--- config.mk ---
export PLATFORM = sky130hd
export DESIGN_NAME = ps2_key_scheduler
export DESIGN_NICKNAME = d
export VERILOG_FILES = /design/src/rtl/ps2_defs.sv /design/src/rtl/ps2_scan_decoder.sv /design/src/rtl/ps2_key_scheduler.sv
export SDC_FILE = /design/constraint.sdc
export NUM_CORES = 1
export LEC_CHECK = 0
export CAP_MARGIN = 5
export CORE_MARGIN = 2
export CORE_UTILIZATION = 30
export CTS_CLUSTER_SIZE = 16
export DETAILED_ROUTE_END_ITERATION = 8
export PLACE_DENSITY = 0.55
export SETUP_SLACK_MARGIN = 0.02
export SLEW_MARGIN = 30
export SYNTH_ARGS = -nofsm -noshare
export SYNTH_HDL_FRONTEND = slang
export SYNTH_SLANG_ARGS = --single-unit
--- constraint.sdc ---
create_clock -name clk -period 3.15 [get_ports clk]
set_input_delay 0.63 -clock clk [delete_from_list [all_inputs] [get_ports clk]]
set_output_delay 0.63 -clock clk [all_outputs]
set_load 0.02 [all_outputs]
--- src/rtl/ps2_defs.sv ---
// Shared PS/2 definitions: prefix byte values and the state encodings of the
// scancode decoder and the typematic repeat engine.
package ps2_defs;

  localparam logic [7:0] PS2_BREAK = 8'hF0;
  localparam logic [7:0] PS2_EXT   = 8'hE0;

  typedef enum logic [1:0] {
    DEC_IDLE    = 2'd0,
    DEC_EXT     = 2'd1,
    DEC_BRK     = 2'd2,
    DEC_EXT_BRK = 2'd3
  } dec_state_t;

  typedef enum logic [1:0] {
    R_IDLE  = 2'd0,
    R_DELAY = 2'd1,
    R_RATE  = 2'd2
  } rep_state_t;

endpackage

--- src/rtl/ps2_scan_decoder.sv ---
// PS/2 scancode prefix decoder. Folds E0 (extended) and F0 (break) prefixes
// into a single make/break event carrying a 9-bit {extended, scancode} code.
// Ports:
//   clk, rst_n         clock, async active-low reset
//   ps2_out/ps2_pulse  received byte and its one-cycle strobe
//   evt_valid          registered one-cycle event strobe
//   evt_make           1 = make, 0 = break
//   evt_code           {extended, scancode}
module ps2_scan_decoder
  import ps2_defs::*;
(
  input  logic       clk,
  input  logic       rst_n,
  input  logic [7:0] ps2_out,
  input  logic       ps2_pulse,
  output logic       evt_valid,
  output logic       evt_make,
  output logic [8:0] evt_code
);

  dec_state_t state_q, state_d;
  logic       vld_d, make_d;
  logic [8:0] code_d;

  always_comb begin
    state_d = state_q;
    vld_d   = 1'b0;
    make_d  = 1'b0;
    code_d  = {1'b0, ps2_out};
    if (ps2_pulse) begin
      case (state_q)
        DEC_IDLE: begin
          if (ps2_out == PS2_EXT)        state_d = DEC_EXT;
          else if (ps2_out == PS2_BREAK) state_d = DEC_BRK;
          else begin
            vld_d  = 1'b1;
            make_d = 1'b1;
          end
        end
        DEC_EXT: begin
          if (ps2_out == PS2_BREAK) state_d = DEC_EXT_BRK;
          else begin
            vld_d   = 1'b1;
            make_d  = 1'b1;
            code_d  = {1'b1, ps2_out};
            state_d = DEC_IDLE;
          end
        end
        DEC_BRK: begin
          vld_d   = 1'b1;
          state_d = DEC_IDLE;
        end
        DEC_EXT_BRK: begin
          vld_d   = 1'b1;
          code_d  = {1'b1, ps2_out};
          state_d = DEC_IDLE;
        end
        default: state_d = DEC_IDLE;
      endcase
    end
  end

  always_ff @(posedge clk or negedge rst_n) begin
    if (!rst_n) begin
      state_q   <= DEC_IDLE;
      evt_valid <= 1'b0;
      evt_make  <= 1'b0;
      evt_code  <= '0;
    end else begin
      state_q   <= state_d;
      evt_valid <= vld_d;
      evt_make  <= make_d;
      evt_code  <= code_d;
    end
  end

endmodule

--- src/rtl/ps2_key_scheduler.sv ---
// Central PS/2 key-event controller. Matches decoded make/break events against
// a programmable key table, tracks held keys, emits one press pulse per slot
// and auto-repeats the most recently pressed, still-held key.
// Ports:
//   clk, rst_n          clock, async active-low reset
//   ps2_out, ps2_pulse  scancode byte stream from the PS/2 receiver
//   cfg_we/idx/code     table write port ({extended, scancode})
//   pulse               one-cycle press/repeat pulse per slot (at most one bit)
//   held                slot currently held down
//   active_valid/idx    repeat engine armed / slot it targets
module ps2_key_scheduler
  import ps2_defs::*;
#(
  parameter int NKEYS         = 8,
  parameter int IDXW          = 3,
  parameter int CNT_W         = 22,
  parameter int REPEAT_DELAY  = 4194303,
  parameter int REPEAT_PERIOD = 1048575
) (
  input  logic            clk,
  input  logic            rst_n,
  input  logic [7:0]      ps2_out,
  input  logic            ps2_pulse,
  input  logic            cfg_we,
  input  logic [IDXW-1:0] cfg_idx,
  input  logic [8:0]      cfg_code,
  output logic [NKEYS-1:0] pulse,
  output logic [NKEYS-1:0] held,
  output logic            active_valid,
  output logic [IDXW-1:0] active_idx
);

  localparam logic [CNT_W-1:0] DLY_RLD = CNT_W'(REPEAT_DELAY - 1);
  localparam logic [CNT_W-1:0] PER_RLD = CNT_W'(REPEAT_PERIOD - 1);

  logic       evt_valid, evt_make;
  logic [8:0] evt_code;

  ps2_scan_decoder u_dec (
    .clk       (clk),
    .rst_n     (rst_n),
    .ps2_out   (ps2_out),
    .ps2_pulse (ps2_pulse),
    .evt_valid (evt_valid),
    .evt_make  (evt_make),
    .evt_code  (evt_code)
  );

  logic [NKEYS-1:0][8:0] tbl_q;
  logic [NKEYS-1:0]      hit, cfg_sel, act_oh, m_oh;
  logic [NKEYS-1:0]      held_q, held_d, pulse_q, pulse_d;
  logic                  act_valid_q, act_valid_d;
  logic [IDXW-1:0]       act_idx_q, act_idx_d, m_idx;
  logic [CNT_W-1:0]      cnt_q, cnt_d;
  rep_state_t            rstate_q, rstate_d;
  logic                  m_hit, evt_ok, m_held, fire;

  // Per-slot compare; an all-zero entry is an empty slot and never matches.
  for (genvar gi = 0; gi < NKEYS; gi++) begin : g_slot
    assign hit[gi]     = (tbl_q[gi] == evt_code) && (tbl_q[gi] != 9'h000);
    assign cfg_sel[gi] = cfg_we && (cfg_idx == IDXW'(gi));
    assign act_oh[gi]  = (act_idx_q == IDXW'(gi));
  end

  // Lowest matching index wins.
  assign m_oh  = hit & (~hit + NKEYS'(1));
  assign m_hit = |hit;
  always_comb begin
    m_idx = '0;
    for (int i = NKEYS - 1; i >= 0; i--)
      if (hit[i]) m_idx = IDXW'(i);
  end

  // A table write on the matched slot in the same cycle drops the event.
  assign evt_ok = evt_valid && m_hit && !(|(m_oh & cfg_sel));
  assign m_held = |(m_oh & held_q);

  always_comb begin
    held_d      = held_q;
    pulse_d     = '0;
    act_valid_d = act_valid_q;
    act_idx_d   = act_idx_q;
    cnt_d       = cnt_q;
    rstate_d    = rstate_q;
    fire        = 1'b0;

    // Typematic countdown; expiry reloads with the rate period.
    if (rstate_q != R_IDLE) begin
      if (cnt_q == '0) begin
        fire     = 1'b1;
        cnt_d    = PER_RLD;
        rstate_d = R_RATE;
      end else begin
        cnt_d = cnt_q - CNT_W'(1);
      end
    end

    // Reprogramming a slot releases it; if it was the repeat target, stop.
    held_d = held_d & ~cfg_sel;
    if (act_valid_q && |(cfg_sel & act_oh)) begin
      act_valid_d = 1'b0;
      rstate_d    = R_IDLE;
      fire        = 1'b0;
    end

    // Events override the engine: a new press retargets it, releasing the
    // target stops it, and either suppresses a coincident repeat pulse.
    if (evt_ok) begin
      if (evt_make && !m_held) begin
        held_d      = held_d | m_oh;
        pulse_d     = m_oh;
        act_idx_d   = m_idx;
        act_valid_d = 1'b1;
        cnt_d       = DLY_RLD;
        rstate_d    = R_DELAY;
        fire        = 1'b0;
      end else if (!evt_make && m_held) begin
        held_d = held_d & ~m_oh;
        if (act_valid_q && (m_idx == act_idx_q)) begin
          act_valid_d = 1'b0;
          rstate_d    = R_IDLE;
          fire        = 1'b0;
        end
      end
    end

    if (fire) pulse_d = act_oh;
  end

  always_ff @(posedge clk or negedge rst_n) begin
    if (!rst_n) begin
      held_q      <= '0;
      pulse_q     <= '0;
      act_valid_q <= 1'b0;
      act_idx_q   <= '0;
      cnt_q       <= '0;
      rstate_q    <= R_IDLE;
    end else begin
      held_q      <= held_d;
      pulse_q     <= pulse_d;
      act_valid_q <= act_valid_d;
      act_idx_q   <= act_idx_d;
      cnt_q       <= cnt_d;
      rstate_q    <= rstate_d;
    end
  end

  always_ff @(posedge clk or negedge rst_n) begin
    if (!rst_n) begin
      tbl_q <= '0;
    end else begin
      for (int i = 0; i < NKEYS; i++)
        if (cfg_sel[i]) tbl_q[i] <= cfg_code;
    end
  end

  assign pulse        = pulse_q;
  assign held         = held_q;
  assign active_valid = act_valid_q;
  assign active_idx   = act_idx_q;

endmodule

==> results of run 1 <==
## layer usage
| metal | wire length [um] | vias up | share of wire | track usage |
|---|---|---|---|---|
| li1 | - | 2326 | - | - |
| met5 | 0 | - | 0 | 0 |
| met1 | 8060 | 2520 | 0.45 | 0.206 |
| met3 | 863 | 25 | 0.048 | 0.0352 |
| met2 | 8600 | 104 | 0.48 | 0.253 |
| met4 | 306 | 0 | 0.017 | 0.0524 |
## synth_stat cells, types with 10 or more instances
master	count	area (um2)
nand4_1	24	150
nand2_1	46	173
o21ai_0	10	50.1
nor4_1	23	144
nand3_1	17	85.1
dfrtp_1	129	3230
xnor2_1	83	727
nor3_1	12	60.1
mux2_2	76	856
clkbuf_1	10	37.5
nor2_1	20	75.1
## logic make-up (layout without fill, tap and decap cells)
kind of cell	Yosys count	in the layout	synth area share
AND/OR/NAND/NOR	179	179	0.146
flip-flops	129	129	0.482
XOR/XNOR	89	89	0.116
multiplexers	76	76	0.128
AO/OA/AOI/OAI	69	69	0.0901
buffers and inverters	36	161	0.0355
adder cells (fa/ha/maj)	1	1	0.00187
## layout make-up
type                       count  area [um2]
fill                        2083       13300
multi-input combinational    414        3250
sequential                   129        3230
timing repair buffer         121        1110
clock buffer                  17         425
tap                          280         350
clock inverter                14         236
inverter                       9        33.8
## timing repair
| action | in CTS | in global routing |
|---|---|---|
| buffers inserted | 0 | 2 |
| resized for setup | 0 | 8 |
| endpoints found under the setup margin | 0 | 41 |
## power breakdown
| group | total (mW) | internal [mW] | switching (mW) |
|---|---|---|---|
| clock | 2.25 | 1.48 | 0.772 |
| sequential | 2.18 | 1.93 | 0.255 |
| combinational | 0.970 | 0.555 | 0.415 |
## per-stage QoR
stage | cells | cell area, um2 | setup TNS, ns | hold slack, ns
after floorplan | 579 | 6690 | 0 | 0.334
after global placement | 951 | 7940 | -0.00894 | 0.454
after detailed placement | 951 | 7940 | -0.0143 | 0.469
after CTS | 982 | 8600 | 0 | 0.284
after global routing | 984 | 8640 | 0 | 0.303
final | 984 | 8640 | 0 | 0.264
## registers in the layout (all words and copies together) (netlist names)
signal	count
active_valid	1
u_dec.state_q	2
u_dec.evt_make	1
tbl_q	72
rstate_q	2
u_dec.evt_code	9
cnt_q	22
pulse	8
u_dec.evt_valid	1
active_idx	3
held	8
## path summary, 6_finish.rpt
| path | startpoint | slack [ns] | endpoint |
|---|---|---|---|
| worst max-delay path | u_dec.evt_code[4]$_DFF_PN0_ | 0.17 | pulse[4]$_DFF_PN0_ |
| worst min-delay path | rst_n | 0.26 | cnt_q[1]$_DFF_PN0_ |
| worst max register to register | u_dec.evt_code[4]$_DFF_PN0_ | 0.17 | pulse[4]$_DFF_PN0_ |
| worst min register to register | u_dec.state_q[1]$_DFFE_PN0P_ | 0.48 | u_dec.evt_make$_DFF_PN0_ |
| max in group asynchronous | rst_n | 2.08 | tbl_q[63]$_DFFE_PN0P_ |
| min in group clk | u_dec.state_q[1]$_DFFE_PN0P_ | 0.48 | u_dec.evt_make$_DFF_PN0_ |
## worst register-to-register path: cells and delay by family (launching register included)
| family | cells | cell delay [ns] |
|---|---|---|
| simple gates | 3 | 0.80 |
| xor+xnor | 1 | 0.15 |
| compound gates | 5 | 0.86 |
| buf+inv | 3 | 0.57 |
| flops | 1 | 0.48 |
==> results by group, run 1 <==
Status
  – Run status: finished clean

Synthesis
  – Synth Cell Area: 6690 um2
  – Seq cells post-synth: approximately 130
  – Post-synth EDFFs: 0
  – Synth Net Count: a little over 600
  – Cell count after synthesis: about 580
  – Ys async rst share: 1.00
  – Synthesis Warnings: 0
  – Top FF cell, synth: dfrtp_1
  – Syn avg cell area: about 12 um2
  – Synth unique cells: 56
  – Register area share after synthesis: 0.482

Critical path
  – CP Class: reg -> reg
  – WP buf/inv: 3
  – CP required: roughly 3.5 ns
  – CP arrival: approximately 3.3 ns
  – Crit-path slowest cell: dfrtp_1
  – Delay-heaviest family, CP: compound AO/OA/AOI/OAI gates
  – Crit-path max cell delay: between 0.4 and 0.5 ns
  – Levels on crit path: 12
  – Crit. End Element: flop
  – Crit path top cell by count: buf_4
  – Worst Reg-to-Reg Cells: 12
  – Worst path cell trace: buf_4 > xnor2_1 > nand4_1 > a211oi_4 > buf_4 > a311oi_1 > o22ai_1 > a211oi_2 > or3b_1 > nor3_4 > buf_12 > o22ai_2
  – CP startpoint kind: flop
  – Worst-path maximum fanout: 11

Placed design
  – Post-DP HPWL: ~13000 um
  – IO Port Bufs: between 40 and 50
  – GP Congestion: around 0.82
  – Worst slack, placed: -0.0102 ns

GRT
  – Total GRT Usage: 0.156
  – Grt ovf: 0
  – Wire length of the first global-routing pass: 28600 um
  – Maximum number of pins on one net before global-route repair: between 50 and 60
  – Initial antenna violation count: 0
  – Vias in the first global route: 5322

Clock tree
  – H-tree levels: 4
  – Worst-path clk slew: ~0.060 ns
  – Post-CTS Hold Fix Bufs: 0
  – Clk sinks: ~130
  – CTS tree: built
  – Clock latency on the worst-skew pair: about 0.42 ns
  – TritonCTS Buffers: 17
  – CTS max path bufs: 2
  – Root Driver: clkbuf_16

Routing
  – Detailed Route Iter0 Violations: ~210
  – First drt pass iteration count: 6
  – Routed Antenna Nets: 0
  – Residual DRC: 0
  – DRT Wirelength: 17800 um
  – DR vias/cell: ~5.1
  – Total number of vias: between 4000 and 5000
  – WL/cell: around 18 um

Floorplan
  – Die W: ~150 um
  – Core Area: 21900 um2
  – I/O Pins: between 40 and 50
  – Die area: 23500 um2
  – Die Ht: around 150 um
  – Initial core utilization: 0.306
  – Row count: 54

Timing
  – Final hold viol count: 0
  – Final setup fails: 0
  – Worst-margin pin slew: 0.723 ns
  – Tmin final: slightly below 3 ns
  – Final worst setup slack: 0.168 ns
  – RSZ-0062 raised after global routing: true
  – F_max: 0.335 GHz
  – Clock skew: around 0.006 ns
  – Relative slew slack: 0.518
  – Period utilization: 0.947
  – Slew Limit Fails: 0

Layout
  – Util after Layout: 0.395
  – Most frequent cells in the layout: dfrtp_1 (125), xnor2_1 (83), mux2_2 (76), buf_4 (71), nand2_1 (46)
  – Synth-to-layout area growth: 29.1%
  – Most common cell after layout, fill and taps aside: dfrtp_1
  – Share of cells above drive strength 1: 0.322
  – Layout net count: ~720
  – # diodes: 0

Power and ir drop
  – Maximum vdd drop: 0.342 mV
  – PD cells: 625 nW/um2
  – Lkg Pwr: between 3 and 4 nW
  – Overall power: between 5 and 6 mW

Min path
  – Tightest Hold Check Type: in -> async

Job
  – Max Cap Violations: 0
Note: power is estimated with default switching activity, not from simulation.
==> run 2: changes to the inputs <==
==> constraint.sdc (replaced) <==
create_clock -name clk -period 3.15 [get_ports clk]
set_input_delay 0.63 -clock clk [delete_from_list [all_inputs] [get_ports clk]]
set_output_delay 0.63 -clock clk [all_outputs]
set_load 0.05 [all_outputs]
==> results of run 2 <==
The final DEF is identical to that of run 1. Status: finished clean.
Main changes from that run: total power 5.40 mW -> 5.42 mW
==> run 3: changes to the inputs <==
REMOVE_ABC_BUFFERS = 1   (was default)
==> run 3 against run 2 <==
Die area unchanged. Flip-flop and latch count unchanged. Clock-buffer cell count increased by 4. Final cell count increased by 0.61%. Highest routed layer unchanged. Critical endpoint is now pulse[6]$_DFF_PN0_. Non-clock buffer count increased by 5. Critical path depth decreased by 2. First-iteration DRC count increased by 32%. Largest cell class unchanged. Maximum frequency decreased by 0.86%. Worst hold slack improved by 0.017 ns.
==> results by group, run 3 (same netlist as run 1, synthesis figures left out) <==
Routing
  – Routed Antenna Nets: 0
  – First drt pass iteration count: 4
  – DR vias/cell: ~5
  – Total number of vias: about 5000
  – DRT Wirelength: 17800 um
  – Detailed Route Iter0 Violations: 270
  – Residual DRC: 0
  – WL/cell: 18.0 um

Placed design
  – GP Congestion: about 0.8
  – Post-DP HPWL: between 10000 and 15000 um
  – IO Port Bufs: between 40 and 50

Timing
  – F_max: 0.333 GHz
  – RSZ-0062 raised after global routing: true
  – Final setup fails: 0
  – Period utilization: 0.955
  – Tmin final: roughly 3.0 ns
  – Relative slew slack: 0.463
  – Slew Limit Fails: 0
  – Hold WS: 0.282 ns
  – Clock skew: between 0.007 and 0.008 ns
  – Worst-margin pin slew: roughly 0.8 ns
  – Final hold viol count: 0

Layout
  – Most frequent cells in the layout: dfrtp_1 (123), xnor2_1 (83), buf_4 (77), mux2_2 (76), nand2_1 (46)
  – # diodes: 0
  – # fillers: approximately 2100
  – Share of cells above drive strength 1: 0.331
  – Largest register FFs: just over 70
  – Layout net count: slightly above 700
  – Largest registers: tbl_q x72, cnt_q x22, u_dec.evt_code x9
  – Most common cell after layout, fill and taps aside: dfrtp_1
  – Synth-to-layout area growth: 28.3%
  – Top reg by flops: tbl_q

Floorplan
  – I/O Pins: 44
  – Row count: 54
  – Die Ht: between 150 and 200 um
  – Die W: ~150 um
  – Initial core utilization: 0.306
  – Core Area: ~22000 um2
  – Die area: approximately 24000 um2

Critical path
  – CP arrival: 3.31 ns
  – Worst path cell trace: nor4_1 > a211o_1 > a211o_1 > o211ai_1 > o211ai_1 > o211a_4 > or3b_1 > nor3_4 > buf_12 > o22ai_2
  – Crit-path max cell delay: between 0.4 and 0.5 ns
  – Crit-path slowest cell: nor4_1
  – WP buf/inv: 1
  – Worst R2R Start: tbl_q[36]$_DFFE_PN0P_
  – CP Class: reg -> reg
  – Reg-to-reg endpoint: pulse[6]$_DFF_PN0_
  – CP startpoint kind: flop
  – Crit. End Element: flop
  – CP required: roughly 3.5 ns
  – FF-to-FF setup slack: 0.14 ns
  – Worst-path maximum fanout: 11
  – Worst Reg-to-Reg Cells: 10
  – Delay-heaviest family, CP: compound AO/OA/AOI/OAI gates

Status
  – Run status: finished clean

Clock tree
  – Worst-path clk slew: ~0.060 ns
  – Post-CTS Hold Fix Bufs: 0
  – TritonCTS Buffers: 17
  – Clk sinks: around 130
  – CTS tree: built
  – H-tree levels: 4
  – Clock latency on the worst-skew pair: about 0.42 ns
  – CTS max path bufs: 2
  – Root Driver: clkbuf_16

GRT
  – Grt ovf: 0
  – M2 GR Usage: 0.268
  – Total GRT Usage: 0.158
  – Wire length of the first global-routing pass: between 20000 and 30000 um
  – Maximum number of pins on one net before global-route repair: 60
  – Met1 usage: 0.206
  – M3 GR Usage: 0.0357
  – Initial antenna violation count: 0
  – Grt peak-use layer: met2
  – Vias in the first global route: approximately 5400

Job
  – Max Cap Violations: 0

Power and ir drop
  – Lkg Pwr: about 3.3 nW
  – Maximum vdd drop: around 0.34 mV
  – Overall power: 5.15 mW
  – PD cells: between 500 and 600 nW/um2

Min path
  – Tightest Hold Check Type: in -> async
-- run 3: how the worst max path moves through the flow --
| stage | from | to | slack [ns] | cells past startpoint |
|---|---|---|---|---|
| after floorplan | cfg_we | pulse[1]$_DFF_PN0_ | 0.04 | 9 |
| after global placement | cfg_we | pulse[6]$_DFF_PN0_ | -0.02 | 11 |
| after detailed placement | cfg_we | pulse[6]$_DFF_PN0_ | -0.19 | 11 |
| after CTS | u_dec.evt_code[0]$_DFF_PN0_ | active_idx[0]$_DFFE_PN0P_ | 0.04 | 12 |
| after global routing | u_dec.evt_code[0]$_DFF_PN0_ | pulse[6]$_DFF_PN0_ | -0.008 | 12 |
| final | tbl_q[36]$_DFFE_PN0P_ | pulse[6]$_DFF_PN0_ | 0.14 | 10 |
-- run 3: timing repair --
action,CTS,global route
buffers inserted,0,5
gates resized for setup,0,15
endpoints found under the setup margin,0,41
-- run 3: per-layer routing --
layer	part of all wire	wire [um]	vias to the layer above
li1	-	-	2338
met4	0.010	178	0
met3	0.042	743	17
met1	0.45	8100	2522
met2	0.49	8800	108
met5	0	0	-
-- run 3: layout make-up --
cell class,instances,area (um2),area share
Clock buffer,21,460,0.0536
Clock inverter,11,129,0.0150
Tap cell,280,350,0.0408
Multi-Input combinational cell,414,3260,0.379
Timing Repair Buffer,126,1120,0.131
Inverter,9,33.8,0.00393
Sequential cell,129,3240,0.377
-- run 3: power breakdown --
part / switching (mW) / internal, mW
combinational: 0.428 / 0.559
clock: 0.763 / 1.21
sequential: 0.255 / 1.93
total: 1.45 / 3.70
-- run 3: metrics by stage --
stage	instances	setup WS (ns)	cell area, um2	setup TNS [ns]	util
after CTS	985	0.0365	8500	0	0.388
after floorplan	552	0.0357	6490	0	-
after global placement	953	-0.0194	7920	-0.0722	0.362
final	990	0.143	8590	0	0.392
after global routing	990	-0.00827	8590	-0.00996	0.392
after detailed placement	953	-0.192	7920	-3.10	0.362
